### config.mk
export PLATFORM = sky130hd
export DESIGN_NAME = mips_fetch_unit
export DESIGN_NICKNAME = d
export VERILOG_FILES = /design/src/rtl/mips_pkg.sv /design/src/rtl/mips_fetch_unit.sv
export SDC_FILE = /design/constraint.sdc
export NUM_CORES = 1
export LEC_CHECK = 0
export ABC_AREA = 1
export ABC_CLOCK_PERIOD_IN_PS = 1900
export CAP_MARGIN = 20
export CORE_ASPECT_RATIO = 1.2
export CORE_MARGIN = 5
export CORE_UTILIZATION = 44
export DETAILED_ROUTE_END_ITERATION = 10
export PLACE_DENSITY_LB_ADDON = 0.1
export SKIP_LAST_GASP = 1
export SLEW_MARGIN = 10
export SYNTH_ARGS = -nofsm -noshare
export SYNTH_HDL_FRONTEND = slang
export SYNTH_SLANG_ARGS = --single-unit
### constraint.sdc
create_clock -name clk -period 1.9 [get_ports clk]
set_input_delay 0.38 -clock clk [delete_from_list [all_inputs] [get_ports clk]]
set_output_delay 0.38 -clock clk [all_outputs]
set_load 0.005 [all_outputs]
### src/rtl/mips_pkg.sv
// Shared MIPS definitions: instruction width, main-control opcodes and the fetch FSM states.
package mips_pkg;

    localparam int INSTR_W = 32;

    localparam logic [5:0] OP_RTYPE = 6'b000000;
    localparam logic [5:0] OP_LW    = 6'b100011;
    localparam logic [5:0] OP_SW    = 6'b101011;
    localparam logic [5:0] OP_BEQ   = 6'b000100;

    typedef enum logic [2:0] {
        S_IDLE = 3'd0,
        S_REQ  = 3'd1,
        S_WAIT = 3'd2,
        S_OUT  = 3'd3,
        S_DROP = 3'd4
    } fetch_state_t;

endpackage

### src/rtl/mips_fetch_unit.sv
// Instruction fetch stage: one outstanding imem request, valid/ready hand-off to decode, beq redirect.
// Optional stall counter enabled by the FETCH_STALL_CNT_EN macro.
module mips_fetch_unit
    import mips_pkg::*;
#(
    parameter int                ADDR_W   = 32,
    parameter logic [ADDR_W-1:0] RESET_PC = '0
) (
    input  logic               clk,
    input  logic               rst_n,
    output logic               imem_req_valid,
    input  logic               imem_req_ready,
    output logic [ADDR_W-1:0]  imem_req_addr,
    input  logic               imem_rsp_valid,
    input  logic [INSTR_W-1:0] imem_rsp_data,
    output logic               if_valid,
    input  logic               if_ready,
    output logic [INSTR_W-1:0] if_instr,
    output logic [5:0]         if_opfield,
    output logic [ADDR_W-1:0]  if_pc,
    output logic [ADDR_W-1:0]  if_pc_plus4,
    input  logic               redirect_valid,
    input  logic [ADDR_W-1:0]  redirect_pc,
    output logic [2:0]         state_dbg
`ifdef FETCH_STALL_CNT_EN
    ,
    output logic [31:0]        stall_cnt
`endif
);

    // Handshakes: imem request transfers when imem_req_valid & imem_req_ready on a rising edge;
    // imem responses are single-cycle imem_rsp_valid pulses; decode takes if_instr when
    // if_valid & if_ready. Request valid/address and if_* payload stay stable while waiting.

    fetch_state_t      state;
    logic [ADDR_W-1:0] pc;
    logic [ADDR_W-1:0] redirect_target;

    assign redirect_target = redirect_pc & ~ADDR_W'(3);
    assign imem_req_addr   = pc;
    assign if_opfield      = if_instr[31:26];
    assign if_pc_plus4     = if_pc + ADDR_W'(4);
    assign state_dbg       = state;

    always_ff @(posedge clk) begin
        if (!rst_n) begin
            state          <= S_IDLE;
            pc             <= RESET_PC;
            imem_req_valid <= 1'b0;
            if_valid       <= 1'b0;
            if_instr       <= '0;
            if_pc          <= RESET_PC;
        end else begin
            case (state)
                S_IDLE: begin
                    state          <= S_REQ;
                    imem_req_valid <= 1'b1;
                end
                S_REQ: begin
                    if (imem_req_ready) begin
                        state          <= redirect_valid ? S_DROP : S_WAIT;
                        imem_req_valid <= 1'b0;
                    end
                end
                S_WAIT: begin
                    if (imem_rsp_valid) begin
                        if (redirect_valid) begin
                            // Wrong-path data arriving with the redirect is simply discarded.
                            state          <= S_REQ;
                            imem_req_valid <= 1'b1;
                        end else begin
                            if_instr <= imem_rsp_data;
                            if_pc    <= pc;
                            pc       <= pc + ADDR_W'(4);
                            if_valid <= 1'b1;
                            state    <= S_OUT;
                        end
                    end else if (redirect_valid) begin
                        state <= S_DROP;
                    end
                end
                S_OUT: begin
                    if (redirect_valid || if_ready) begin
                        if_valid       <= 1'b0;
                        state          <= S_REQ;
                        imem_req_valid <= 1'b1;
                    end
                end
                S_DROP: begin
                    if (imem_rsp_valid) begin
                        state          <= S_REQ;
                        imem_req_valid <= 1'b1;
                    end
                end
                default: begin
                    state          <= S_IDLE;
                    imem_req_valid <= 1'b0;
                    if_valid       <= 1'b0;
                end
            endcase
            // Redirect wins over the pc+4 update; the S_WAIT capture path never runs with it.
            if (redirect_valid && state != S_IDLE) begin
                pc <= redirect_target;
            end
        end
    end

`ifdef FETCH_STALL_CNT_EN
    logic stalled;

    assign stalled = (state == S_REQ && !imem_req_ready) || state == S_WAIT ||
                     state == S_DROP || (if_valid && !if_ready);

    always_ff @(posedge clk) begin
        if (!rst_n) begin
            stall_cnt <= '0;
        end else if (stalled && stall_cnt != 32'hFFFF_FFFF) begin
            stall_cnt <= stall_cnt + 32'd1;
        end
    end
`endif

endmodule

==> out/metrics.yaml <==
status: "finished, violations left"
violations: "setup timing"
path_clk_slew_ns: 0.07
final-seq-area_mm2: 0.00198
post_drt_wl_per_cell_um: 15.0
ys_types: 36
crit_path_end_kind: "output port"
setup_viol: 25
area_delta_synth_final_pct: 68.1
drtIter0Drc: 535
viasPerCell: 4.98
synth-seq-cells: 97
grt_pass1_wl_um: 29800
final_cell_mix: "clkdlybuf4s50_1 (171), nand2_1 (152), nor2_1 (131)"
drive_gt1_frac: 0.240
initial_core_util: 0.444
clock-root-buffer: "clkbuf_16"
grt_max_degree: 67
dieArea_mm2: 0.0144
insertion_delay_ns: 0.34
syn_avg_cell_area_um2: 6.58
min_period_ns: 2.24
hold_violations: 0
synth_area_mm2: 0.00533
synth_cells: 811
dp_hpwl_um: 14200
multi_input_area_mm2: 0.00316
clockBufferDepth: 2
crit_required_ns: 1.52
cp.arrival_ns: 1.86
drt_wl_total_um: 19300
fin_util: 0.747
worst_slack_ns: -0.336
num_rows: 44
vias: 6392
firstDrtPassIters: 5
diodes: 0
coreArea_mm2: 0.0120
power_density_mw_per_mm2: 619
grt_setup_unrepaired: "yes"
cts_tree: "yes"
leakagePower_nw: 3.85
yosysWarnings: 0
holdWs_ns: 0.335
start_kind: "flop"
cts.sinks: 97
numCtsBuffers: 9
cp_max_fo: 2
ir_drop_mv: 0.465
synth_top_area_frac: 0.364
cts-htree-levels: 3
finalCritPeriodShare: 1.18
chipHeight_um: 131
drc_errors: 0
maxCapViolCount: 0
final_common_cell: "clkdlybuf4s50_1"
grt_antenna_before_repair: 0
skew_ns: 0.00974
grt_usage: 0.253
criticalPathCategory: "flop to output port"
hold_path_class: "input pin to flop"
ctsHoldBuffers: 0
postRouteAntennaNets: 0
synth_largest_area_cell: "dfxtp_1"
fillers: 968
synth_seq_area_share: 0.364
grt_pass1_vias: 5915
fmax_ghz: 0.447
io_pins: 209
die_x_um: 111
place.gp.congestion: 0.943
grt-ovfl-total: 0
io_buffers: 200
ys_top_cells_by_area: "dfxtp_1 (36%), nand2_1 (12%), nor2_1 (9.9%)"
final_nets: 1190
maxSlewViolCount: 0
## layer usage
layer,vias up,global-route usage,share of wire
met2,231,0.446,0.51
met4,0,0.0877,0.030
met5,-,0,0
met1,2910,0.314,0.41
li1,3206,-,-
met3,45,0.0447,0.055
## cell usage after synthesis (all sizes together)
master  number
clkinv       1
nand2      174
nor2       149
a211oi       3
a22oi        1
buf         31
nor3        19
xor2        26
o21ai       83
ha           2
a21oi       38
nand4       14
nand3       49
nor4         2
o211ai       6
clkbuf      14
xnor2        6
inv         79
nand3b       6
or2          3
dfxtp       97
o211a        1
conb         1
a31oi        6
## critical path, stage by stage, from the launching register on
cell and delay, ns:
dfxtp_4 0.37, ha_4 0.14, nand2_4 0.06, nor2_4 0.11, buf_6 0.12, nand3_2 0.10, inv_1 0.09, nand3b_1 0.10
xor2_1 0.16, dlygate4sd2_1 0.26
## area by class of cell
cell class                 instances  area share
clock buffer                      10      0.0267
clock inverter                     6     0.00628
inverter                          80      0.0338
multi-input combinational        594       0.353
sequential                        97       0.221
tap                              161      0.0225
timing repair buffer             336       0.338
## final timing paths
check | from | end | slack (ns) | cells after the start
min | rst_n | if_instr[14] | 0.34 | 3
max | if_pc[3] | if_pc_plus4[30] | -0.34 | 9
min reg2reg | if_valid | if_valid | 0.47 | 2
max reg2reg | imem_req_addr[3] | imem_req_addr[28] | 0.13 | 10
## power by group
group | switching [mW] | internal (mW)
Combinational | 0.657 | 0.715
Clock | 0.865 | 0.960
Sequential | 0.182 | 2.17
Total | 1.70 | 3.84
## state kept, by name, summed over array words and instances (netlist names)
register,cells
if_instr,32
imem_req_addr,30
state_dbg,3
if_valid,1
if_pc,30
imem_req_valid,1
## cells by family (layout without fill, tap and decap cells)
group,Yosys count,count (layout),synth area share
other,1,6,0.000703
flip-flops,97,97,0.364
adder cells (fa/ha/maj),2,2,0.00469
buffers and inverters,125,432,0.105
XOR/XNOR,32,32,0.0525
AO/OA/AOI/OAI,138,138,0.137
AND/OR/NAND/NOR,416,416,0.336
## repair_timing
action	4_1_cts	5_1_grt
setup endpoints to repair	28	30
setup buffers	11	9
gates resized for setup	138	76
pin swaps	24	29
## metrics by stage
step | worst slack [ns] | cells | setup TNS (ns) | power, mW | cell area [um^2]
floorplan | 0.102 | 816 | 0 | 3.00 | 5350
detailed placement | -0.386 | 1248 | -7.77 | 3.75 | 8240
CTS | -0.353 | 1275 | -5.78 | 5.56 | 8740
global route | -0.451 | 1284 | -6.82 | 5.82 | 8960
global placement | -0.337 | 1248 | -6.08 | 3.74 | 8240
finish | -0.336 | 1284 | -4.38 | 5.54 | 8960
Note: power is estimated with default switching activity, not from simulation.
